**src/rtl/evt_pulse_sched_if.sv**
```systemverilog
// Event scheduler bundle: event lines and resource status in, grant and status flags out.
// The master side drives the event sources and resource status; the slave side is the scheduler.
interface evt_pulse_sched_if #(
    parameter int N_SRC = 4
);
    localparam int ID_W = (N_SRC > 1) ? $clog2(N_SRC) : 1;

    logic [N_SRC-1:0] sig_in;
    logic             en;
    logic             res_busy;
    logic             ovf_clr;

    logic             grant_vld;
    logic [ID_W-1:0]  grant_id;
    logic [N_SRC-1:0] pend;
    logic [N_SRC-1:0] ovf;
    logic             tmo;

    modport master (
        output sig_in,
        output en,
        output res_busy,
        output ovf_clr,
        input  grant_vld,
        input  grant_id,
        input  pend,
        input  ovf,
        input  tmo
    );

    modport slave (
        input  sig_in,
        input  en,
        input  res_busy,
        input  ovf_clr,
        output grant_vld,
        output grant_id,
        output pend,
        output ovf,
        output tmo
    );
endinterface

```
**src/rtl/evt_pulse_sched.sv**
```systemverilog
// Round-robin event pulse scheduler.
// Captures rising edges on N_SRC event lines as pending requests, grants one source at a
// time to a shared resource, then waits for the resource to go busy and to finish.
//
//   state     | meaning
//   ----------+----------------------------------------------------------------
//   IDLE      | waiting for EN, a pending source and a free resource
//   GRANT     | one-cycle grant pulse; pending bit of the winner is cleared
//   WAIT_BUSY | waiting for the resource to acknowledge by going busy (timed)
//   WAIT_DONE | resource busy; waiting for it to release
module evt_pulse_sched #(
    parameter int N_SRC   = 4,
    parameter int TMO_CYC = 16
) (
    input  logic             CLK,
    input  logic             RST,
    evt_pulse_sched_if.slave bus
);

    localparam int ID_W = (N_SRC > 1) ? $clog2(N_SRC) : 1;

    typedef enum logic [1:0] {
        IDLE      = 2'd0,
        GRANT     = 2'd1,
        WAIT_BUSY = 2'd2,
        WAIT_DONE = 2'd3
    } state_t;

    state_t           state;
    state_t           state_nxt;

    logic [N_SRC-1:0] s1;
    logic [N_SRC-1:0] s2;
    logic [N_SRC-1:0] rise;
    logic [N_SRC-1:0] pend_q;
    logic [N_SRC-1:0] pend_clr;
    logic [N_SRC-1:0] ovf_q;
    logic [N_SRC-1:0] ovf_set;
    logic             tmo_q;

    logic [ID_W-1:0]  grant_id_q;
    logic [ID_W-1:0]  rr_ptr;
    logic [ID_W-1:0]  winner;
    logic             win_vld;

    logic [7:0]       tmr;
    logic             tmr_done;

    logic             grant_pulse;
    logic             take_grant;
    logic             tmr_load;
    logic             tmo_set;

    // Index of the k-th source counting upward from base, wrapping at N_SRC.
    function automatic logic [ID_W-1:0] rr_idx(input logic [ID_W-1:0] base, input int k);
        int j;
        j = int'(base) + k;
        if (j >= N_SRC) begin
            j = j - N_SRC;
        end
        return ID_W'(j);
    endfunction

    // Two-stage edge detector per source; a line held high through reset release
    // produces one event because s2 leaves reset low.
    always_ff @(posedge CLK or negedge RST) begin
        if (!RST) begin
            s1 <= '0;
            s2 <= '0;
        end else begin
            s1 <= bus.sig_in;
            s2 <= s1;
        end
    end

    assign rise = s1 & ~s2;

    // Clear mask for the source being granted this cycle.
    always_comb begin
        pend_clr = '0;
        for (int i = 0; i < N_SRC; i++) begin
            pend_clr[i] = grant_pulse && (grant_id_q == ID_W'(i));
        end
    end

    // A repeat event on an already pending source is lost, unless the pending bit is being
    // consumed by the grant in the same cycle, in which case the new event simply re-arms it.
    assign ovf_set = rise & pend_q & ~pend_clr;

    // Pending flags: set by an event, cleared only by a grant; set wins.
    always_ff @(posedge CLK or negedge RST) begin
        if (!RST) begin
            pend_q <= '0;
        end else begin
            pend_q <= rise | (pend_q & ~pend_clr);
        end
    end

    // Sticky overflow flags; a new overflow wins over a simultaneous clear.
    always_ff @(posedge CLK or negedge RST) begin
        if (!RST) begin
            ovf_q <= '0;
        end else begin
            ovf_q <= ovf_set | (ovf_q & ~{N_SRC{bus.ovf_clr}});
        end
    end

    // Sticky timeout flag; a new timeout wins over a simultaneous clear.
    always_ff @(posedge CLK or negedge RST) begin
        if (!RST) begin
            tmo_q <= 1'b0;
        end else begin
            tmo_q <= tmo_set | (tmo_q & ~bus.ovf_clr);
        end
    end

    // Round-robin pick: scanning downward means the last hit is the pending source
    // closest to rr_ptr going upward with wrap.
    always_comb begin
        winner  = '0;
        win_vld = 1'b0;
        for (int k = N_SRC - 1; k >= 0; k--) begin
            if (pend_q[rr_idx(rr_ptr, k)]) begin
                winner  = rr_idx(rr_ptr, k);
                win_vld = 1'b1;
            end
        end
    end

    // Winner is latched when leaving IDLE and held until the next grant.
    always_ff @(posedge CLK or negedge RST) begin
        if (!RST) begin
            grant_id_q <= '0;
        end else if (take_grant) begin
            grant_id_q <= winner;
        end
    end

    // Round-robin pointer moves just past the source that was granted.
    always_ff @(posedge CLK or negedge RST) begin
        if (!RST) begin
            rr_ptr <= '0;
        end else if (grant_pulse) begin
            if (grant_id_q == ID_W'(N_SRC - 1)) begin
                rr_ptr <= '0;
            end else begin
                rr_ptr <= grant_id_q + ID_W'(1);
            end
        end
    end

    // Busy-acknowledge timer: loaded during GRANT, counts down while waiting for busy.
    always_ff @(posedge CLK or negedge RST) begin
        if (!RST) begin
            tmr <= '0;
        end else if (tmr_load) begin
            tmr <= 8'(TMO_CYC);
        end else if (state == WAIT_BUSY && tmr != 8'd0) begin
            tmr <= tmr - 8'd1;
        end
    end

    // Terminal count: this is the last allowed WAIT_BUSY cycle.
    assign tmr_done = (tmr == 8'd1);

    // FSM state register.
    always_ff @(posedge CLK or negedge RST) begin
        if (!RST) begin
            state <= IDLE;
        end else begin
            state <= state_nxt;
        end
    end

    // FSM next-state logic; EN is only consulted in IDLE so a started sequence completes.
    always_comb begin
        state_nxt = state;
        case (state)
            IDLE: begin
                if (bus.en && win_vld && !bus.res_busy) begin
                    state_nxt = GRANT;
                end
            end
            GRANT: begin
                state_nxt = WAIT_BUSY;
            end
            WAIT_BUSY: begin
                if (bus.res_busy) begin
                    state_nxt = WAIT_DONE;
                end else if (tmr_done) begin
                    state_nxt = IDLE;
                end
            end
            WAIT_DONE: begin
                if (!bus.res_busy) begin
                    state_nxt = IDLE;
                end
            end
            default: begin
                state_nxt = IDLE;
            end
        endcase
    end

    // FSM outputs and datapath controls.
    always_comb begin
        grant_pulse = 1'b0;
        take_grant  = 1'b0;
        tmr_load    = 1'b0;
        tmo_set     = 1'b0;
        case (state)
            IDLE: begin
                take_grant = (state_nxt == GRANT);
            end
            GRANT: begin
                grant_pulse = 1'b1;
                tmr_load    = 1'b1;
            end
            WAIT_BUSY: begin
                tmo_set = !bus.res_busy && tmr_done;
            end
            default: begin
                grant_pulse = 1'b0;
            end
        endcase
    end

    assign bus.grant_vld = grant_pulse;
    assign bus.grant_id  = grant_id_q;
    assign bus.pend      = pend_q;
    assign bus.ovf       = ovf_q;
    assign bus.tmo       = tmo_q;

endmodule

```
**src/flat_wrapper.sv**
```systemverilog
// flat-port wrapper written by rule: the top's interface ports become plain ports
module evt_pulse_sched_flat 
#(
    parameter int N_SRC   = 4,
    parameter int TMO_CYC = 16
)
  (CLK, RST, bus_sig_in, bus_en, bus_res_busy, bus_ovf_clr, bus_grant_vld, bus_grant_id, bus_pend, bus_ovf, bus_tmo);
  evt_pulse_sched_if #(.N_SRC(N_SRC)) bus_i ();
  input  logic CLK;
  input  logic RST;
  input wire logic [$bits(bus_i.sig_in)-1:0] bus_sig_in;
  input wire logic [$bits(bus_i.en)-1:0] bus_en;
  input wire logic [$bits(bus_i.res_busy)-1:0] bus_res_busy;
  input wire logic [$bits(bus_i.ovf_clr)-1:0] bus_ovf_clr;
  output wire logic [$bits(bus_i.grant_vld)-1:0] bus_grant_vld;
  output wire logic [$bits(bus_i.grant_id)-1:0] bus_grant_id;
  output wire logic [$bits(bus_i.pend)-1:0] bus_pend;
  output wire logic [$bits(bus_i.ovf)-1:0] bus_ovf;
  output wire logic [$bits(bus_i.tmo)-1:0] bus_tmo;
  assign bus_i.sig_in = bus_sig_in;
  assign bus_i.en = bus_en;
  assign bus_i.res_busy = bus_res_busy;
  assign bus_i.ovf_clr = bus_ovf_clr;
  assign bus_grant_vld = bus_i.grant_vld;
  assign bus_grant_id = bus_i.grant_id;
  assign bus_pend = bus_i.pend;
  assign bus_ovf = bus_i.ovf;
  assign bus_tmo = bus_i.tmo;
  evt_pulse_sched #(.N_SRC(N_SRC), .TMO_CYC(TMO_CYC)) u_core (.CLK(CLK), .RST(RST), .bus(bus_i));
endmodule
```
**config.mk**
```make
export PLATFORM = sky130hd
export DESIGN_NAME = evt_pulse_sched_flat
export DESIGN_NICKNAME = d
export VERILOG_FILES = /design/src/rtl/evt_pulse_sched_if.sv /design/src/rtl/evt_pulse_sched.sv /design/src/flat_wrapper.sv
export SDC_FILE = /design/constraint.sdc
export NUM_CORES = 1
export LEC_CHECK = 0
export CORE_ASPECT_RATIO = 1.2
export CORE_MARGIN = 1
export CORE_UTILIZATION = 56
export CTS_CLUSTER_SIZE = 8
export DETAILED_ROUTE_END_ITERATION = 16
export HOLD_SLACK_MARGIN = 0.03
export PLACE_DENSITY = 0.82
export SYNTH_ARGS = -nofsm -noshare
export SYNTH_HDL_FRONTEND = slang
export SYNTH_SLANG_ARGS = --single-unit
export TNS_END_PERCENT = 20
```
**constraint.sdc**
```tcl
create_clock -name CLK -period 5.1 [get_ports CLK]
set_input_delay 1.02 -clock CLK [delete_from_list [all_inputs] [get_ports CLK]]
set_output_delay 1.02 -clock CLK [all_outputs]
set_load 0.02 [all_outputs]
```
; ---- Word level (Yosys, flattened, before mapping)
; Cells that the tools add are included.
[word_totals]
word_cells = 91
register_bits = 31
output_inout_bits = 12
in_bits = 9
[classes]
n_addsub = 9
n_mux = 31
reduce_logical = 13
magnitude_cmp = 8
eq_ne = 8
n_bitwise = 13
[op_table]
columns = op, count
row1 = 2-bit two-way mux, 13
row2 = 4-bit bitwise AND, 5
row3 = 8-bit two-way mux, 2
row4 = "2-bit by 3-bit < comparator with 1-bit output, second input constant", 4
row5 = 4-bit NOT, 3
row6 = 1-bit two-way mux, 11
row7 = "3-bit greater-or-equal comparator, second input constant", 3
row8 = 1-bit binary-select mux with 2-bit select, 4
row9 = "2-bit equality test, second input constant", 4
row10 = "8-bit by 1-bit equality test with 1-bit output, second input constant", 1
row11 = 1-bit logical AND, 8
row12 = 4-bit bitwise OR, 2
row13 = 2-bit one-hot mux with 4 select lines, 1
row14 = 8-bit nonzero test, 1
row15 = "2-bit by 1-bit subtractor with 2-bit output, second input constant", 4
row16 = "8-bit by 1-bit subtractor with 8-bit output, second input constant", 1
row17 = "2-bit by 2-bit adder with 3-bit output, second input constant", 2
row18 = "2-bit by 1-bit equality test with 1-bit output, second input constant", 3
row19 = 2-bit zero test, 2
row20 = "2-bit by 1-bit adder with 3-bit output, second input constant", 1
row21 = "2-bit by 3-bit greater-or-equal comparator with 1-bit output, second input constant", 1
row22 = "2-bit by 1-bit adder with 2-bit output, second input constant", 1
row23 = 2-bit nonzero test, 1
row24 = 1-bit bitwise AND, 1
row25 = other kinds (3), 3

; ---- Depth between registers and ports, before layout
; Gate-level depths: netlist (run 1).
[logic_depth]
word_depth = 15
depth_mapped = 7
mapped_depth_nobuf = 6

; ---- Worst setup path after synthesis (run 1)
; No wires, ideal clock.
[synth_path]
path_type = register to output
startpoint = register u_core.state[1]
endpoint = output bus_grant_vld
path_stages_with_launch = 5
arrival_time_ns = 0.937
path_slack_ns = 3.143
t_required_ns = 4.080
path_cell_list = dfrtp_1 > buf_4 > nand2b_1 > buf_2 > clkinv_1
[synth_between]
elab_chain_cells = 2
[synth_rtl]
columns = element, line_no
row1 = from (decl), evt_pulse_sched.sv:29  ; state_t state;
row2 = from (signal assigned), evt_pulse_sched.sv:171  ; state <= state_nxt;
row3 = 2-bit by 1-bit equality test with 1-bit output, evt_pulse_sched.sv:211  ; case (state)
row4 = 1-bit two-way mux, evt_pulse_sched.sv:211
row5 = to (decl), flat_wrapper.sv:15  ; output wire logic [$bits(bus_i.grant_vld)-1:0] bus_grant_vld;
; No other way between the ends.

; ---- Worst setup path after layout (run 1)
; Ends and elaborated chain as after synthesis.

==> results of run 1 <==
-- final cells by class --
class	instances	area, um^2	share of cell area
Clock buffer	6	41.29	0.02450
Inverter	10	37.54	0.02227
Multi-Input combinational cell	92	584.3	0.3467
Sequential cell	31	775.7	0.4603
Tap cell	31	38.79	0.02301
Timing Repair Buffer	21	207.7	0.1232
-- worst max-delay path, cell delays in order (launching register included) --
cell and delay, ns:
dfrtp_1 0.49, nand2b_1 0.32, clkinv_1 0.28, clkdlybuf4s50_1 0.61
-- flip-flops by register name (all words and copies together), names as in the netlist --
register             cells
u_core.state             2
u_core.s2                4
u_core.s1                4
u_core.rr_ptr            2
u_core.bus.pend          4
u_core.tmr               8
u_core.bus.ovf           4
u_core.bus.grant_id      2
u_core.bus.tmo           1
-- metrics by stage --
step / power (uW) / worst slack, ns / hold WS, ns / util
after CTS: 904.2 / 2.065 / 0.3875 / 0.7234
final: 899.5 / 2.073 / 0.3838 / 0.7234
after detailed placement: 782.5 / 2.432 / 0.3692 / 0.7057
after global placement: 766.1 / 2.483 / 0.3612 / 0.7057
after floorplan: 655.7 / 3.143 / 0.3546 / -
after global routing: 974.4 / 1.903 / 0.4057 / 0.7234
-- where the power goes --
part	leakage (uW)	switching (uW)	internal, uW	total, uW
Sequential	0.000370	99.8	315	414
Clock	0.0000242	70.7	48.9	120
Combinational	0.000347	197	169	366
Total	0.000741	367	532	900
-- layer usage --
layer | track usage | wire (um) | vias up
met5 | 0 | 0 | -
met4 | 0.07937 | 27 | 0
met3 | 0.08861 | 131 | 4
met2 | 0.3707 | 1315 | 27
met1 | 0.3087 | 1192 | 543
li1 | - | - | 529
-- worst paths after layout --
kind / depth (start not counted) / to / startpoint / slack (ns)
worst max-delay path: 3 / bus_grant_vld / u_core.state[1] / 2.07
worst min-delay path: 0 / u_core.s2[0] / u_core.s1[0] / 0.38
worst max register to register: 6 / u_core.tmr[6] / u_core.tmr[0] / 3.10
worst min register to register: 0 / u_core.s2[0] / u_core.s1[0] / 0.38
max in group asynchronous: 2 / u_core.bus.pend[2] / RST / 3.73
min in group asynchronous: 2 / u_core.bus.ovf[0] / RST / 1.09
-- cells in the mapped netlist (2+ instances only) --
cell type / n
dfrtp_1: 31
nand2_1: 26
inv_1: 9
nand2b_1: 9
nand3_1: 8
ha_1: 6
a21oi_1: 5
o22ai_1: 5
o21ai_0: 4
o31ai_1: 3
o41ai_1: 3
a22o_1: 2
buf_2: 2
nand3b_1: 2
nor2_1: 2
o311ai_0: 2
-- cells by family after synthesis --
family / Yosys count / share of synthesized area
compound gates: 29 / 0.1432
buf+inv: 13 / 0.03890
flops: 31 / 0.5482
simple gates: 57 / 0.2166
fa+ha+maj: 6 / 0.05305
-- cells in the final DEF (no fill, tap or decap), types with 2 or more instances in the layout --
| cell | instances |
|---|---|
| dfrtp_1 | 31 |
| o41ai_1 | 3 |
| nand3_1 | 8 |
| a22o_1 | 2 |
| nand2b_1 | 9 |
| nand2_1 | 26 |
| o311ai_0 | 2 |
| clkdlybuf4s50_1 | 20 |
| nor2_1 | 2 |
| ha_1 | 6 |
| a21oi_1 | 5 |
| o22ai_1 | 5 |
| inv_1 | 9 |
| clkbuf_4 | 5 |
| o21ai_0 | 4 |
| nand3b_1 | 2 |
| o31ai_1 | 3 |
==> flow_summary_export.csv, run 1 <==
group,metric,value,unit
synthesis,yosys_register_bits,31,
clock_tree,path_clk_slew,0.09,ns
run_status,outcome,"complete, no violations",
clock_tree,cts_setup_buffers,0,
clock_tree,cts_resized,0,
clock_tree,root_buffer,"clkbuf_4",
sta,fin_crit_sh,0.5936,
synthesis,synth_edf_count,0,
synthesis,synthFlopType,"dfrtp_1",
setup_path,crit_required,4.08,ns
clock_tree,h-tree-depth,2,
setup_path,cp_max_fo,9,
routing,drc_errors,0,
die,die_h,57.07,um
synthesis,syn_nets,151,
layout,stdcell_area,1685,um^2
synthesis,avgSynthCellArea,10.41,um^2
placement,placedInstanceArea,1644,um^2
synthesis,synth_area_leader_cell,"dfrtp_1",
placement,finalWeightedCongestion,0.8506,
clock_tree,cts_tree,"done",
die,ios,21,
layout,stdcell_count,191,
sta,fin_skew,0.007529,ns
routing,wl_per_cell,13.96,um
synthesis,synth_top_cell_area_share,0.5482,
sta,rsz0062_at_grt,"false",
sta,fmax,330.3,MHz
layout,fillers,212,
clock_tree,clockBufferDepth,2,
sta,setup_violations,0,
synthesis,syn_area,1415,um^2
power_and_ir_drop,power_density,533.7,nW/um^2
synthesis,ys_seq_area_frac,0.5482,
die,die_x,47.89,um
die,start_util,0.6074,
global_routing,antenna_found_initial,0,
synthesis,synth_warnings,0,
sta,min_period,3.027,ns
clock_tree,cts_sinks,31,
placement,dp_cells,185,
sta,hold_viol_final,0,
routing,drtPass1Iterations,4,
synthesis,synthTopCellsByArea,"dfrtp_1 55%, nand2_1 6.9%, ha_1 5.3%, nand2b_1 4.0%, nand3_1 2.8%",
clock_tree,cts_made_buffers,5,
routing,ant_nets,0,
power_and_ir_drop,ir_drop,0.3642,mV
placement,numPortBuffers,20,
sta,setup_tns,0,ns
power_and_ir_drop,leakage,0.0007413,uW
routing,vias,1103,
synthesis,netlist_instances,136,
global_routing,grt_util_all_layers,0.2401,
synthesis,synth_cell_types,33,
die,rows,19,
layout,num_antenna_cells,0,
clock_tree,cts_hold_buf,0,
layout,final_nets,176,
routing,wirelength,2.666,mm
global_routing,grt_pass1_vias,1114,
setup_path,arrival,2.01,ns
sta,worst_slew_pin_slew,0.5968,ns
min_path,hold_path_class,"reg2reg",
setup_path,end_kind,"primary output",
sta,max_slew_margin,0.5969,
synthesis,synthArstFlopShare,1.000,
routing,vias_per_cell,5.775,
global_routing,grt_pass1_wl,4.629,mm
global_routing,grt_max_degree,32,
layout,drive_gt1_frac,0.06875,
setup_path,startpoint_type,"flip-flop",
routing,initialDrtViolationCount,20,
global_routing,grt_overflow,0,
die,fp.dieArea,2733,um^2
sta,maxSlewViolCount,0,
placement,dpl.hpwl,1.972,mm
job,maxCapViolations,0,
die,core_area,2330,um^2
setup_path,path_class,"reg2out",
layout,area_growth,19.10,%
clock_tree,clock_latency,0.32,ns
No activity file was read; power rests on OpenSTA's default activity.
==> run 2, diff against run 1 <==
Settings changed: CORE_UTILIZATION 56 to 47, PLACE_DENSITY 0.82 to 0.74.
Clock period 5.1 ns to 2.69 ns, I/O delays scaled along.
==> flow_summary_export.csv, run 2 (synthesis gave the netlist of run 1 again) <==
group,metric,value,unit
setup_path,startpoint_type,"flip-flop",
routing,wirelength,2.796,mm
clock_tree,cts_resized,0,
setup_path,crit_required,2.15,ns
clock_tree,root_buffer,"clkbuf_4",
setup_path,arrival,1.99,ns
die,die_x,52.09,um
setup_path,reg2reg_depth,6,
sta,fmax,395.1,MHz
setup_path,timing.reg2reg.setup_slack,0.73,ns
setup_path,r2r_start,"u_core.tmr[0]",
sta,max_slew_margin,0.5746,
power_and_ir_drop,ir_drop,0.6759,mV
sta,hold_viol_final,0,
layout,seqCellArea,775.7,um^2
power_and_ir_drop,leakage,0.0007464,uW
setup_path,cp_slowest_stage_delay,0.60,ns
layout,largest_reg_flops,8,
die,start_util,0.4987,
setup_path,cp_max_fo,11,
routing,drc_errors,0,
clock_tree,cts_tree,"done",
layout,drive_gt1_frac,0.07407,
global_routing,grt_pass1_vias,1093,
setup_path,crit_path_start,"u_core.state[0]",
setup_path,path_class,"reg2out",
setup_path,end_kind,"primary output",
placement,numPortBuffers,20,
job,maxCapViolations,0,
routing,vias_per_cell,5.566,
run_status,outcome,"complete, no violations",
sta,min_period,2.531,ns
clock_tree,path_clk_slew,0.10,ns
setup_path,crit_end,"bus_grant_vld",
routing,initialDrtViolationCount,41,
setup_path,rr_endpoint,"u_core.tmr[6]",
layout,final_cell_mix,"31 x dfrtp_1, 26 x nand2_1, 20 x clkdlybuf4s50_1, 9 x inv_1, 9 x nand2b_1",
min_path,hold_path_class,"reg2reg",
placement,dpl.hpwl,2.052,mm
clock_tree,clock_latency,0.32,ns
sta,maxSlewViolCount,0,
placement,finalWeightedCongestion,0.8663,
clock_tree,clockBufferDepth,2,
setup_path,crit_cells,3,
global_routing,grt_overflow,0,
sta,fin_crit_sh,0.9410,
global_routing,antenna_found_initial,0,
global_routing,grt_pass1_wl,4.878,mm
setup_path,critPathTopFamily,"buffers and inverters",
layout,multi_input_area,584.3,um^2
sta,worst_slew_pin_slew,0.6298,ns
power_and_ir_drop,power.total,1729,uW
clock_tree,cts_made_buffers,5,
sta,setup_tns,0,ns
clock_tree,h-tree-depth,2,
die,rows,21,
die,fp.dieArea,3235,um^2
clock_tree,cts_hold_buf,0,
setup_path,path_buf_inv,2,
routing,drtPass1Iterations,4,
routing,wl_per_cell,14.27,um
routing,ant_nets,0,
sta,setup_violations,0,
layout,num_antenna_cells,0,
layout,regMostFlops,"u_core.tmr",
layout,final_nets,176,
sta,rsz0062_at_grt,"false",
global_routing,grt_max_degree,32,
global_routing,grt_util_all_layers,0.2049,
layout,fillers,257,
die,ios,21,
layout,mostFrequentLayoutCell,"dfrtp_1",
die,core_area,2838,um^2
sta,fin_skew,0.01218,ns
routing,vias,1091,
setup_path,crit_chain,"nand2b_1, clkinv_1, clkdlybuf4s50_1",
clock_tree,cts_sinks,31,
setup_path,slowest_stage,"clkdlybuf4s50_1",
layout,area_growth,19.98,%
power_and_ir_drop,power_density,1018,nW/um^2
die,die_h,62.11,um
clock_tree,cts_setup_buffers,0,
-- run 2: changes by cell type in the layout (fill, tap and decap cells not counted) --
cell | before | now
clkinv_2 | 0 | 1
clkbuf_1 | 1 | 2
-- run 2: worst min path at each step --
stage / startpoint / slack [ns] / to / cells past startpoint
floorplan: RST / 0.24 / u_core.bus.grant_id[0] / 0
global placement: u_core.s1[1] / 0.36 / u_core.s2[1] / 0
detailed placement: u_core.s1[1] / 0.37 / u_core.s2[1] / 0
CTS: u_core.s1[0] / 0.39 / u_core.s2[0] / 0
global route: u_core.s1[0] / 0.41 / u_core.s2[0] / 0
finish: u_core.s1[1] / 0.39 / u_core.s2[1] / 0
-- run 2: per-layer routing --
layer | track usage | routed length, um | share of wire
met1 | 0.2590 | 1197 | 0.43
met2 | 0.3269 | 1405 | 0.50
met3 | 0.06618 | 156 | 0.056
met4 | 0.06419 | 36 | 0.013
met5 | 0 | 0 | 0
-- run 2: stage by stage --
stage               std cells  utilization  worst slack [ns]  cell area [um^2]  hold slack (ns)
finish                    196       0.5983            0.1588              1698           0.3862
global route              196       0.5983           0.01566              1698           0.4054
CTS                       196       0.5983            0.1430              1698           0.3907
detailed placement        188       0.5807            0.5035              1648           0.3701
global placement          188       0.5807            0.5664              1648           0.3622
floorplan                 136            -            0.9877              1415           0.2424
-- run 2: final cells by class --
| cell class | instances | area share |
|---|---|---|
| Tap cell | 34 | 0.02506 |
| Clock buffer | 7 | 0.02653 |
| Sequential cell | 31 | 0.4569 |
| Timing Repair Buffer | 21 | 0.1223 |
| Clock inverter | 1 | 0.002948 |
| Multi-Input combinational cell | 92 | 0.3441 |
| Inverter | 10 | 0.02211 |
-- run 2: where the power goes --
part	internal (uW)	leakage (uW)	switching [uW]	total, uW
Clock	102	0.0000293	147	249
Sequential	596	0.000370	191	787
Combinational	321	0.000347	373	693
==> run 3, diff against run 2 <==
--- a/config.mk
+++ b/config.mk
@@ -13,4 +13,5 @@
 export HOLD_SLACK_MARGIN = 0.03
 export PLACE_DENSITY = 0.74
+export REMOVE_ABC_BUFFERS = 1
 export SYNTH_ARGS = -nofsm -noshare
 export SYNTH_HDL_FRONTEND = slang
==> constraint.sdc (replaced) <==
create_clock -name CLK -period 2.69 [get_ports CLK]
set_input_delay 0.6725 -clock CLK [delete_from_list [all_inputs] [get_ports CLK]]
set_output_delay 0.6725 -clock CLK [all_outputs]
set_load 0.02 [all_outputs]
==> flow_summary_export.csv, run 3 (synthesis gave the netlist of run 1 again) <==
group,metric,value,unit
job,maxCapViolations,0,
global_routing,antenna_found_initial,0,
sta,max_slew_margin,0.5421,
layout,mostFrequentLayoutCell,"dfrtp_1",
die,rows,21,
setup_path,cp_max_fo,9,
clock_tree,cts_hold_buf,0,
global_routing,grt_pass1_vias,1048,
clock_tree,cts_tree,"done",
routing,ant_nets,0,
die,fp.dieArea,3235,um^2
sta,fin_crit_sh,0.8386,
clock_tree,root_buffer,"clkbuf_4",
placement,numPortBuffers,20,
die,ios,21,
routing,drtPass1Iterations,4,
power_and_ir_drop,leakage,0.0007680,uW
clock_tree,clockBufferDepth,2,
layout,fillers,250,
clock_tree,cts_made_buffers,5,
sta,min_period,2.256,ns
global_routing,grt_max_degree,32,
layout,final_nets,176,
placement,finalWeightedCongestion,0.8293,
clock_tree,cts_setup_buffers,0,
sta,hold_viol_final,0,
min_path,hold_path_class,"reg2reg",
sta,fmax,443.3,MHz
setup_path,timing.reg2reg.setup_slack,0.78,ns
clock_tree,h-tree-depth,2,
sta,fin_skew,0.007630,ns
clock_tree,clock_latency,0.33,ns
sta,rsz0062_at_grt,"false",
layout,area_growth,20.78,%
setup_path,reg2reg_depth,6,
clock_tree,path_clk_slew,0.09,ns
power_and_ir_drop,ir_drop,0.5896,mV
die,start_util,0.4987,
global_routing,grt_pass1_wl,4.761,mm
setup_path,crit_required,2.02,ns
sta,maxSlewViolCount,0,
layout,drive_gt1_frac,0.08696,
routing,wl_per_cell,14.37,um
sta,setup_violations,0,
routing,drc_errors,0,
clock_tree,cts_sinks,31,
power_and_ir_drop,power.total,1771,uW
routing,initialDrtViolationCount,33,
layout,final_cell_mix,"31 x dfrtp_1, 26 x nand2_1, 19 x clkdlybuf4s50_1, 9 x inv_1",
power_and_ir_drop,power_density,1036,nW/um^2
global_routing,grt_overflow,0,
min_path,holdPathStages,0,
run_status,outcome,"complete, no violations",
routing,vias,1123,
routing,wirelength,2.802,mm
layout,num_antenna_cells,0,
layout,regMostFlops,"u_core.tmr",
sta,setup_tns,0,ns
routing,vias_per_cell,5.759,
setup_path,end_kind,"primary output",
die,die_h,62.11,um
clock_tree,cts_resized,0,
setup_path,arrival,1.58,ns
setup_path,path_class,"reg2out",
placement,dpl.hpwl,2.041,mm
setup_path,startpoint_type,"flip-flop",
die,die_x,52.09,um
global_routing,grt_util_all_layers,0.2044,
layout,largest_reg_flops,8,
sta,worst_slew_pin_slew,0.6779,ns
die,core_area,2838,um^2
-- run 3: cell type report --
type | count | area, um^2 | area share
sequential | 31 | 775.7 | 0.4539
tap | 34 | 42.54 | 0.02489
inverter | 10 | 37.54 | 0.02196
clock inverter | 1 | 5.005 | 0.002928
multi-input combinational | 92 | 586.8 | 0.3433
clock buffer | 6 | 51.30 | 0.03001
timing repair buffer | 21 | 210.2 | 0.1230
-- run 3: final timing paths --
path / startpoint / to
setup / recovery: u_core.state[1] / bus_grant_vld
hold / removal: u_core.s1[3] / u_core.s2[3]
setup reg to reg: u_core.tmr[0] / u_core.tmr[6]
hold reg to reg: u_core.s1[3] / u_core.s2[3]
max in group asynchronous: RST / u_core.s1[0]
min in group asynchronous: RST / u_core.tmr[4]
-- run 3: through the flow --
stage	hold slack (ns)	cell area, um^2	std cells	util	setup WS (ns)
3_5_place_dp	0.3684	1648	188	0.5807	0.3751
2_1_floorplan	0.3546	1398	133	-	0.9848
4_1_cts	0.3892	1704	195	0.6005	0.00007949
5_1_grt	0.4140	1709	195	0.6023	0.3238
3_3_place_gp	0.3640	1648	188	0.5807	0.4534
6_report	0.3829	1709	195	0.6023	0.4343
-- run 3: routing by layer --
| layer | part of all wire | wire (um) | GRT usage | vias up |
|---|---|---|---|---|
| met4 | 0.031 | 87 | 0.09459 | 0 |
| met1 | 0.46 | 1288 | 0.2638 | 536 |
| met3 | 0.068 | 190 | 0.07353 | 8 |
| li1 | - | - | - | 532 |
| met2 | 0.44 | 1235 | 0.3013 | 47 |
| met5 | 0 | 0 | 0 | - |
-- run 3: power by group --
group          leakage [uW]  internal, uW  switching, uW
sequential         0.000370           596            190
combinational      0.000364           324            389
clock             0.0000341           121            151
-- run 3: critical path: stages, from the launching register on --
cell and delay [ns]:
dfrtp_1 0.49, nand2b_2 0.26, clkinv_1 0.23, dlymetal6s2s_1 0.27
